### src/rtl/feature_reducer_pkg.sv
// Shared types and width/saturation helpers for the feature_reducer slice.
package feature_reducer_pkg;

  typedef enum logic {MODE_BEAT, MODE_FRAME} reduce_mode_e;

  function automatic int unsigned tree_width(input int unsigned fw, input int unsigned n);
    return fw + $clog2(n) + 1;
  endfunction

  function automatic int unsigned acc_width(input int unsigned tw, input int unsigned len);
    return tw + $clog2(len) + 1;
  endfunction

  // Lanes remaining after lvl pairwise-add levels.
  function automatic int unsigned level_lanes(input int unsigned n, input int unsigned lvl);
    int unsigned r;
    r = n;
    for (int unsigned i = 0; i < lvl; i++) r = (r + 1) / 2;
    return r;
  endfunction

  // Returns {sat, clipped}; clipped is sign-extended to 64 bits.
  function automatic logic [64:0] sat_clip(input logic signed [63:0] value,
                                           input int unsigned out_w);
    logic signed [63:0] hi;
    logic signed [63:0] lo;
    hi = (64'sd1 <<< (out_w - 1)) - 64'sd1;
    lo = -(64'sd1 <<< (out_w - 1));
    if (value > hi) return {1'b1, hi};
    if (value < lo) return {1'b1, lo};
    return {1'b0, value};
  endfunction

endpackage

### src/rtl/feature_reducer_level.sv
// One registered adder-tree level: pairwise sums, an odd trailing lane passes through.
module reduce_level #(
  parameter int unsigned W    = 20,
  parameter int unsigned N_IN = 6
) (
  input  logic                            clk,
  input  logic                            rst,
  input  logic                            en,
  input  logic                            in_valid,
  input  logic [N_IN*W-1:0]               in_data,
  output logic                            out_valid,
  output logic [((N_IN+1)/2)*W-1:0]       out_data
);

  localparam int unsigned NOut = (N_IN + 1) / 2;
  localparam int unsigned PadW = 2 * NOut * W;

  logic [PadW-1:0]   in_pad;
  logic [NOut*W-1:0] sum;

  // Zero-padding turns the odd-lane pass-through into lane + 0.
  assign in_pad = PadW'(in_data);

  always_comb begin
    sum = '0;
    for (int unsigned j = 0; j < NOut; j++) begin
      sum[j*W +: W] = in_pad[2*j*W +: W] + in_pad[(2*j+1)*W +: W];
    end
  end

  always_ff @(posedge clk) begin
    if (rst) begin
      out_valid <= 1'b0;
      out_data  <= '0;
    end else if (en) begin
      out_valid <= in_valid;
      out_data  <= sum;
    end
  end

endmodule

### src/rtl/feature_reducer.sv
// Signed lane reduction with pipelined adder tree, valid/ready stall and frame accumulation.
// Optional output saturation when FEATURE_REDUCER_SAT_EN is defined; otherwise wraps.
module feature_reducer
  import feature_reducer_pkg::*;
#(
  parameter int unsigned              FEATURE_WIDTH = 16,
  parameter int unsigned              NUM_CHANNELS  = 6,
  parameter int unsigned              OUT_WIDTH     = 16,
  parameter logic [NUM_CHANNELS-1:0]  CHAN_SIGN     = 6'b000011,
  parameter int unsigned              FRAME_LEN     = 4
) (
  input  logic                            clk,
  input  logic                            rst,
  input  logic                            mode_i,
  input  logic                            in_valid,
  output logic                            in_ready,
  input  logic signed [FEATURE_WIDTH-1:0] features_in [NUM_CHANNELS],
  output logic                            out_valid,
  input  logic                            out_ready,
  output logic signed [OUT_WIDTH-1:0]     out_feature,
  output logic                            out_sat
);

  localparam int unsigned TW = tree_width(FEATURE_WIDTH, NUM_CHANNELS);
  localparam int unsigned L  = $clog2(NUM_CHANNELS);
  localparam int unsigned AW = acc_width(TW, FRAME_LEN);
  localparam int unsigned CW = (FRAME_LEN > 1) ? $clog2(FRAME_LEN) : 1;

  logic stall, accept;
  assign stall    = out_valid & ~out_ready;
  assign in_ready = ~stall;
  assign accept   = in_valid & in_ready;

  logic [NUM_CHANNELS*TW-1:0] s0_next, s0_data;
  logic                       s0_valid;

  // Sign-extend before negating so the most negative input negates exactly.
  always_comb begin
    s0_next = '0;
    for (int unsigned i = 0; i < NUM_CHANNELS; i++) begin
      s0_next[i*TW +: TW] = CHAN_SIGN[i] ? -TW'(features_in[i]) : TW'(features_in[i]);
    end
  end

  always_ff @(posedge clk) begin
    if (rst) begin
      s0_valid <= 1'b0;
      s0_data  <= '0;
    end else if (!stall) begin
      s0_valid <= accept;
      if (accept) s0_data <= s0_next;
    end
  end

  for (genvar g = 0; g < L; g++) begin : g_lvl
    localparam int unsigned NI = level_lanes(NUM_CHANNELS, g);
    localparam int unsigned NO = (NI + 1) / 2;
    logic [NI*TW-1:0] din;
    logic [NO*TW-1:0] dout;
    logic             vin, vout;
    if (g == 0) begin : g_src
      assign din = s0_data;
      assign vin = s0_valid;
    end else begin : g_src
      assign din = g_lvl[g-1].dout;
      assign vin = g_lvl[g-1].vout;
    end
    reduce_level #(
      .W    (TW),
      .N_IN (NI)
    ) u_level (
      .clk       (clk),
      .rst       (rst),
      .en        (~stall),
      .in_valid  (vin),
      .in_data   (din),
      .out_valid (vout),
      .out_data  (dout)
    );
  end

  logic                 tree_valid;
  logic signed [TW-1:0] tree_data;
  assign tree_valid = g_lvl[L-1].vout;
  assign tree_data  = g_lvl[L-1].dout;

  logic signed [AW-1:0] acc_q, acc_d, acc_base, res_ext, pre;
  logic [CW-1:0]        cnt_q, cnt_d, cnt_base;
  logic                 mode_q, mode_chg, emit;

  // A mode change wipes any partial frame before this edge's result is applied.
  assign mode_chg = mode_i ^ mode_q;
  assign acc_base = mode_chg ? '0 : acc_q;
  assign cnt_base = mode_chg ? '0 : cnt_q;
  assign res_ext  = AW'(tree_data);

  always_comb begin
    pre   = '0;
    emit  = 1'b0;
    acc_d = acc_base;
    cnt_d = cnt_base;
    if (!stall && tree_valid) begin
      if (reduce_mode_e'(mode_i) == MODE_BEAT) begin
        emit = 1'b1;
        pre  = res_ext;
      end else if (cnt_base == CW'(FRAME_LEN - 1)) begin
        emit  = 1'b1;
        pre   = acc_base + res_ext;
        acc_d = '0;
        cnt_d = '0;
      end else begin
        acc_d = acc_base + res_ext;
        cnt_d = cnt_base + 1'b1;
      end
    end
  end

  logic signed [OUT_WIDTH-1:0] out_next;
  logic                        sat_next;
`ifdef FEATURE_REDUCER_SAT_EN
  logic [64:0] clip;
  assign clip     = sat_clip(64'(pre), OUT_WIDTH);
  assign out_next = clip[OUT_WIDTH-1:0];
  assign sat_next = clip[64];
`else
  assign out_next = OUT_WIDTH'(pre);
  assign sat_next = 1'b0;
`endif

  always_ff @(posedge clk) begin
    if (rst) begin
      mode_q      <= 1'b0;
      acc_q       <= '0;
      cnt_q       <= '0;
      out_valid   <= 1'b0;
      out_feature <= '0;
      out_sat     <= 1'b0;
    end else begin
      mode_q <= mode_i;
      acc_q  <= acc_d;
      cnt_q  <= cnt_d;
      if (!stall) begin
        out_valid <= emit;
        if (emit) begin
          out_feature <= out_next;
          out_sat     <= sat_next;
        end
      end
    end
  end

endmodule

### config.mk
export PLATFORM = sky130hd
export DESIGN_NAME = feature_reducer
export DESIGN_NICKNAME = d
export VERILOG_FILES = /design/src/rtl/feature_reducer_pkg.sv /design/src/rtl/feature_reducer_level.sv /design/src/rtl/feature_reducer.sv
export SDC_FILE = /design/constraint.sdc
export NUM_CORES = 1
export LEC_CHECK = 0
export ABC_AREA = 1
export CAP_MARGIN = 20
export CORE_ASPECT_RATIO = 0.8
export CORE_MARGIN = 5
export CORE_UTILIZATION = 60
export CTS_CLUSTER_DIAMETER = 200
export CTS_CLUSTER_SIZE = 25
export DETAILED_ROUTE_END_ITERATION = 8
export GPL_TIMING_DRIVEN = 0
export MAX_ROUTING_LAYER = met4
export PLACE_DENSITY = 0.81
export SYNTH_ARGS = -nofsm -noshare
export SYNTH_HDL_FRONTEND = slang
export SYNTH_HIERARCHICAL = 1
export SYNTH_SLANG_ARGS = --single-unit
### constraint.sdc
create_clock -name clk -period 4.91 [get_ports clk]
set_input_delay 0.982 -clock clk [delete_from_list [all_inputs] [get_ports clk]]
set_output_delay 0.982 -clock clk [all_outputs]
set_load 0.02 [all_outputs]
==> results of run 1 <==
-- power groups by stage --
stage	combinational, mW	clock, mW	sequential [mW]
5_1_grt	1.23	1.22	2.19
2_1_floorplan	0.762	0	2.17
6_report	1.10	1.13	2.17
3_5_place_dp	1.08	0	2.21
3_3_place_gp	1.05	0	2.21
4_1_cts	1.08	1.15	2.17
-- worst max path at each step --
| stage | start | to | slack, ns | depth (start not counted) |
|---|---|---|---|---|
| 2_1_floorplan | mode_i | acc_q[14] | 2.16 | 17 |
| 3_3_place_gp | mode_i | acc_q[14] | 1.17 | 18 |
| 3_5_place_dp | mode_i | acc_q[10] | 1.11 | 17 |
| 4_1_cts | out_ready | in_ready | 1.52 | 4 |
| 5_1_grt | mode_i | acc_q[10] | 1.38 | 18 |
| 6_report | out_ready | in_ready | 1.53 | 4 |
-- cell type report --
type,count,area [um^2],share of cell area
flip-flops and latches,232,4640,0.280
inverters,307,1160,0.0700
clock buffers,13,325,0.0196
well taps,318,398,0.0240
multi-input cells,1632,8420,0.509
clock inverters,1,20.0,0.00121
plain buffers,84,409,0.0247
repair buffers,118,1180,0.0713
-- flip-flops by register name (all words and copies together) (netlist names) --
signal	count
mode_q	1
cnt_q	2
acc_q	16
g_lvl.u_level/out_valid	3
out_feature	16
g_lvl.vin	1
g_lvl.din	96
g_lvl.u_level/out_data	96
out_valid	1
-- per-layer routing --
metal | wire length [um] | part of all wire
met2 | 16600 | 0.43
met1 | 18500 | 0.48
met5 | 0 | 0
met4 | 830 | 0.022
met3 | 2290 | 0.060
-- metrics by stage --
step	instances	hold slack (ns)	util	instance area [um^2]	setup slack (ns)
2_1_floorplan	2255	0.444	-	14600	2.16
3_3_place_gp	2691	0.456	0.670	16200	1.17
3_5_place_dp	2691	0.460	0.670	16200	1.11
4_1_cts	2705	0.476	0.685	16600	1.52
5_1_grt	2705	0.491	0.685	16600	1.38
6_report	2705	0.472	0.685	16600	1.53
-- worst register-to-register path: stages (launching register included) --
cell	delay (ns)
dfxtp_1	0.35
inv_1	0.05
nand2_1	0.09
nand2_4	0.10
inv_1	0.13
nand2_1	0.06
inv_1	0.07
ha_1	0.16
inv_1	0.05
fa_1	0.42
o21ai_2	0.27
nand2_1	0.08
nand2_1	0.17
nand2_1	0.11
nand3b_1	0.12
nand3_1	0.09
a21oi_1	0.14
==> reports/metrics.cfg, run 1 <==
[timing]
max-slew-margin-rel=0.461
setup_viol=0
tightest_slew_ns=0.809
clock-skew-final_ns=0.0246
grt_setup_unrepaired=no
fin_tns_setup_ns=0
hold_viol=0
drv_slew=0
clock.fmax_mhz=296
finalCritPeriodShare=0.689
period_minus_slack_ns=3.38

[setup_path]
critPathArrivalTime_ns=2.40
cp-end-kind=output port
cp_max_fo=9
worst_path_dominant_cell_family=buffers and inverters
r2r_cells=16
critPathMaxStageDelay_ns=0.58
r2r-start=mode_q
path_cells=clkdlybuf4s50_1 -> nor2_1 -> inv_2 -> clkdlybuf4s50_1
cp_num_buf_inv=3
ff2ff_setup_slack_ns=2.37
cp_slowest_cell=clkdlybuf4s50_1
required_ns=3.93
cpMostUsedCell=clkdlybuf4s50_1
crit_type=input port to output port
rr_endpoint=acc_q[10]
startpoint_type=input port

[clock_tree]
ctsResizeCount=0
htree_levels=1
cts_hold_buf=0
clk-insertion-delay-late_ns=0.48
cts_tree=done
cts.reportedPaths.clkPinSlew_ns=0.10
numCtsBuffers=13
root_buffer=clkbuf_16
cts.sinks=232
post_cts_buffers=0
cts_buffer_depth=3

[die]
ioPinCount=120
die_area_um2=27600
rows=51
die_x_um=185
core_um2=24200
die_h_um=150
initial_utilization=0.605

[synth]
synth_cells=2255
syn_nets=2460
yosys_warnings=6
netlist_area_um2=14600
syn-mean-instance-area_um2=6.49

[power]
p_comb_frac=0.249
p_per_area_nw_per_um2=265
seqPwrFrac=0.494
sw_frac_of_total=0.323
p_switching_mw=1.42
leakage_nw=8.77
power_mw=4.39
p_int_mw=2.97
power_frac_clock=0.257
ir_drop_mv=0.215

[global_routing]
grt_use_met3=0.0343
grt.busiest_layer=met2
grt_overflow_total=0
grt_pass1_vias=12800
grt_antenna_before_repair=0
grt_usage=0.280
grt_max_degree=26
grt_pass1_wl_um=62000
use_met2=0.435
grt_use_met1=0.395

[worst_hold_path]
holdPathEnd=out_feature[8]
hp-start=out_feature[8]
min-delay-path-class=flop to flop
hold_depth=2

[place]
gp_congestion=0.980
dpl.hpwl_um=30700
port_buffers=118

[detailed_routing]
drtAntennaViolNets=0
drc=0
first_pass_iters=5
post_drt_wl_per_cell_um=14.1
vias=14000
drt_iter0_markers=1036
via_per_inst=5.17
routed_wl_um=38200

[run_status]
outcome=complete, no violations

[cells_and_area]
final.fill_count=2221
synthToLayoutAreaGrowth_pct=13.1
final_common_cell=nor2_1
final_nets=2593
layout-drive-gt1-share=0.0624
mostFrequentLayoutCells=nor2_1 (483), nand2_1 (453), inv_1 (287)
insertedDiodeCount=0

[job]
cap_violations=0

Power figures use the tool's default switching activity.
==> inputs of run 2 (changes only) <==
Clock period 4.91 ns to 3.5 ns, I/O delays scaled along.
==> results of run 2 <==
The final DEF is identical to that of run 1. Status: complete, no violations.
Among the figures that moved: setup slack after placement 1.11 ns -> -0.0181 ns; setup slack after layout 1.53 ns -> 0.402 ns; start point of the critical path out_ready -> mode_i; end point of the critical path in_ready -> acc_q[10]; register-to-register setup slack 2.37 ns -> 0.96 ns; total power 4.39 mW -> 6.16 mW; worst IR drop on VDD 0.215 mV -> 0.302 mV
==> inputs of run 3 (changes only) <==
Settings changed: CAP_MARGIN 20 to 5, CORE_UTILIZATION 60 to 59, SYNTH_HIERARCHICAL 1 to not set.
==> reports/metrics.cfg, run 3 <==
[setup_path]
cp_max_fo=19
cp-end-kind=output port
critPathMaxStageDelay_ns=0.63
cpMostUsedCell=clkdlybuf4s50_1
cp_num_buf_inv=5
startpoint_type=input port
worst_path_dominant_cell_family=buffers and inverters
r2r_cells=15  ; -1
path_cells=clkdlybuf4s50_1 -> nor2_4 -> inv_2 -> buf_2 -> buf_4 -> clkdlybuf4s50_1
crit_type=input port to output port
path_depth=6
critPathArrivalTime_ns=2.64
required_ns=2.80
cp_slowest_cell=clkdlybuf4s50_1

[power]
p_per_area_nw_per_um2=385
ir_drop_mv=0.351
leakage_nw=8.25  ; -6.0%

[cells_and_area]
final_nets=2425  ; -6.5%
stdcell_count=2536  ; -6.2%
layout-drive-gt1-share=0.0315  ; -0.0309
insertedDiodeCount=0  ; unchanged
synthToLayoutAreaGrowth_pct=13.6
final_common_cell=nand2_1
design_area_um2=15900  ; -3.7%
final.fill_count=2103  ; -5.3%
final_util=0.682  ; -0.00312
mostFrequentLayoutCells=nand2_1 (371), nor2_1 (336), inv_1 (278)

[place]
port_buffers=117  ; -0.85%
dpl.hpwl_um=34700  ; +13%
place_inst=2523  ; -6.2%
gp_congestion=1.00  ; +2.2%
placed_cell_area_um2=15600  ; -3.8%

[synth]
ys_seq_elements=232
synth_cells=2094  ; -7.1%
ys_seq_area_frac=0.331
synthTopCellsByCount=nand2_1 (371), nor2_1 (336), inv_1 (278), dfxtp_1 (232), o21ai_0 (216)
synth_flop_cell=dfxtp_1
synth-edff-count=0
synth_most_common_cell=nand2_1
yosysTopAreaCell=dfxtp_1
syn-mean-instance-area_um2=6.71  ; +3.3%
yosysUniqueCellTypes=44
yosys_warnings=0  ; -6
synth_top_area_frac=0.331
synth_area_leaders=dfxtp_1 (33%), nand2_1 (9.9%), nor2_1 (9.0%), ha_1 (8.3%), o21ai_0 (7.7%)
netlist_area_um2=14000  ; -4.0%
ys_async_sr_fraction=0
syn_nets=2294  ; -6.7%

[global_routing]
grt_overflow_total=0  ; unchanged
grt_antenna_before_repair=0  ; unchanged
grt_pass1_vias=13200  ; +2.4%
grt_pass1_wl_um=67900  ; +9.5%
grt_max_degree=26  ; unchanged
grt_usage=0.320  ; +0.0394

[clock_tree]
root_buffer=clkbuf_16
cts_tree=done
cts.reportedPaths.clkPinSlew_ns=0.11  ; about the same
clk-insertion-delay-late_ns=0.49  ; about the same
cts_buffer_depth=3  ; unchanged
numCtsBuffers=13  ; unchanged
post_cts_buffers=0  ; unchanged
htree_levels=1  ; unchanged
cts.sinks=232  ; unchanged

[timing]
tightest_slew_ns=0.906  ; +0.0973 ns
period_minus_slack_ns=3.34
grt_setup_unrepaired=no
clock-skew-final_ns=0.0309  ; +0.00629 ns
setup_viol=0  ; unchanged
finalCritPeriodShare=0.954
max-slew-margin-rel=0.396  ; -0.0648
drv_slew=0  ; unchanged
hold_viol=0  ; unchanged
clock.fmax_mhz=300

[die]
ioPinCount=120  ; unchanged
die_h_um=148  ; -1.1%
rows=50  ; -2.0%
die_area_um2=27000  ; -2.3%
die_x_um=182  ; -1.1%
initial_utilization=0.600  ; -0.00494
core_um2=23400  ; -3.3%

[detailed_routing]
drc=0  ; unchanged
drtAntennaViolNets=0  ; unchanged
drt_iter0_markers=1381  ; +33%
via_per_inst=5.59  ; +8.2%
first_pass_iters=5  ; unchanged
routed_wl_um=43100  ; +13%
vias=14200  ; +1.4%
post_drt_wl_per_cell_um=17.0  ; +20%

[job]
cap_violations=0  ; unchanged

[worst_hold_path]
min-delay-path-class=flop to flop
hold_depth=2  ; unchanged

[run_status]
outcome=complete, no violations

==> run 3: cell count changes in the layout (fill, tap and decap cells not counted), sizes merged, moves of 5 or more <==
cell    before  now
clkbuf      69   59
inv        307  283
nor2       503  343
o211ai       3   15
ha          98   93
a21oi      107  142
nand2      480  377
nand4        6   15
a21o         1    7
nand3      132  126
nand3b       4   14
o21ai      191  224
o21bai       7   47
xor2        60   52
==> run 3: logic make-up after synthesis <==
logic type,after synthesis,synth area share
and+or+nand+nor,899,0.267
AOI/OAI and AO/OA,444,0.173
buffers and inverters,359,0.100
DFF,232,0.331
adders and majority gates,99,0.0914
xor gates and xnor gates,60,0.0374
other,1,0.000267
==> run 3: layout make-up <==
class | count | area (um^2) | share of cell area
inverters | 283 | 1060 | 0.0666
plain buffers | 75 | 342 | 0.0214
clock buffers | 13 | 325 | 0.0204
flip-flops and latches | 232 | 4640 | 0.291
repair buffers | 117 | 1170 | 0.0734
clock inverters | 1 | 20.0 | 0.00126
multi-input cells | 1503 | 7990 | 0.501
well taps | 312 | 390 | 0.0245
==> run 3: what timing repair did <==
action,4_1_cts,5_1_grt
endpoints found under the setup margin,1,1
gates cloned,0,0
gates resized for setup,1,0
hold buffers,0,0
==> run 3: path summary, 6_finish.rpt <==
| check | slack (ns) | to | startpoint |
|---|---|---|---|
| min | 0.47 | out_feature[8] | out_feature[8] |
| min reg2reg | 0.47 | out_feature[8] | out_feature[8] |
| max reg2reg | 0.92 | out_feature[6] | mode_q |
| max | 0.16 | in_ready | out_ready |
==> run 3: worst min-delay path, stage by stage (launching register included) <==
cell and delay, ns:
dfxtp_1 0.32, nand2_1 0.06, a21oi_1 0.05
==> run 3: through the flow <==
stage	setup WS, ns	setup TNS (ns)	hold slack, ns	total power [mW]
6_report	0.161	0	0.472	6.14
5_1_grt	0.100	0	0.499	6.46
4_1_cts	0.0873	0	0.473	6.12
3_5_place_dp	-0.0410	-0.148	0.457	4.57
3_3_place_gp	0.000268	0	0.452	4.54
2_1_floorplan	1.01	0	0.441	4.03
==> run 3: report_power, final <==
| part | leakage (nW) | switching [mW] | total [mW] | internal (mW) |
|---|---|---|---|---|
| clock network | 0.170 | 0.895 | 1.58 | 0.688 |
| logic | 6.17 | 0.929 | 1.50 | 0.576 |
| registers | 1.91 | 0.184 | 3.06 | 2.87 |
| total | 8.25 | 2.01 | 6.14 | 4.14 |
==> run 3: routing by layer <==
| layer | part of all wire | global-route usage | vias up |
|---|---|---|---|
| li1 | - | - | 7000 |
| met5 | 0 | - | - |
| met4 | 0.023 | 0.0780 | 0 |
| met3 | 0.096 | 0.0563 | 61 |
| met1 | 0.48 | 0.475 | 6500 |
| met2 | 0.40 | 0.448 | 611 |
==> RTL edit, RTL diff (flow settings as in run 1) <==
Set the parameter `FRAME_LEN` to 8 (it was 4).
--- a/src/rtl/feature_reducer.sv
+++ b/src/rtl/feature_reducer.sv
@@ -7,7 +7,7 @@
   parameter int unsigned              NUM_CHANNELS  = 6,
   parameter int unsigned              OUT_WIDTH     = 16,
   parameter logic [NUM_CHANNELS-1:0]  CHAN_SIGN     = 6'b000011,
-  parameter int unsigned              FRAME_LEN     = 4
+  parameter int unsigned              FRAME_LEN     = 8
 ) (
   input  logic                            clk,
   input  logic                            rst,
Function: same outputs for any inputs over 4 cycles, from zero or initial values and one cycle with rst high; that may be too few to reach the edited logic, so the function may still have changed.
==> RTL edit against run 1 <==
- worst setup slack got worse by 0.25 ns
- total power grew 1.0%
- first-iteration DRC count up 0.77%
- synthesized area fell by 0.23%
- design area is 0.25% lower
- sequential cell count is 1 higher
- count of clock-buffer cells in the layout unchanged
- wire length increased by 4.3%
- critical endpoint unchanged
==> RTL edit: results (changes against run 1) <==
Slew headroom: 55.6% (+9.5 points)
Highest cell delay on the worst timing path: 0.63 ns (+0.05 ns)
Setup WS pre-CTS: 0.950 ns (-0.160 ns)
Nets@finish: 2,589 (-0.15%)
Post-Synthesis Cells: 2,251 (-0.18%)
Worst Hold Class: reg2reg
WL per Instance: 14.8 um (+4.5%)
Port bufs: 117 (-0.85%)
DRT Wirelength: 39,900 um (+4.3%)
Static leakage: 8.80 nW (+0.30%)
Initial drt markers: 1,044 (+0.77%)
Area of the multi-input gates: 8360 um2 (-0.74%)
Outcome: finished clean
Vias in the first global route: 12,680 (-1.2%)
First-pass GRT wire length: 64,300 um (+3.6%)
Clock buffer depth: 3 (unchanged)
DRT Pass-1 Iters: 5 (unchanged)
Worst Clk Skew: 0.0235 ns (-0.00112 ns)
Vias per cell: 5.21 (+0.86%)
FILL cells: 2,246 (+1.1%)
Detail Placement HPWL: 32,200 um (+5.0%)
Post-placement cell area: 16,200 um2 (-0.27%)
Placed cell count: 2,686 (-0.19%)
CTS resizes: 0 (unchanged)
Gpl congestion: 0.951 (-2.9%)
Syn_nets: 2,457 (-0.12%)
Ratio of cells with drive above 1 in the final layout: 6.38% (+0.14 points)
RTL edit: layout make-up:
class / count / area share [%]
clock inverters: 1 / 0.121
repair buffers: 117 / 7.09
flip-flops and latches: 233 / 28.2
diodes: 1 / 0.0152
clock buffers: 13 / 1.97
multi-input cells: 1621 / 50.6
plain buffers: 86 / 2.48
well taps: 318 / 2.41
inverters: 311 / 7.07
RTL edit: final timing paths:
check / from / to / slack (ns) / depth (start not counted)
max: out_ready / in_ready / 1.27 / 4
min reg2reg: out_feature[9] / out_feature[9] / 0.47 / 2
max reg2reg: mode_q / acc_q[10] / 2.20 / 16
min: out_feature[9] / out_feature[9] / 0.47 / 2
RTL edit: power breakdown:
part           internal, mW  switching, mW  total [mW]
Combinational         0.434          0.667        1.10
Sequential             2.06          0.140        2.20
Clock                 0.490          0.646        1.14
RTL edit: layer usage:
metal	track usage, %	share of wire (%)
met1	44.3	51
met2	43.2	41
met3	2.72	5.6
met4	5.91	1.9
met5	-	0
RTL edit: tightest hold or removal path: stages, from the launching register on:
cell and delay, ns:
dfxtp_1 0.32, nand2_1 0.06, a21oi_1 0.05
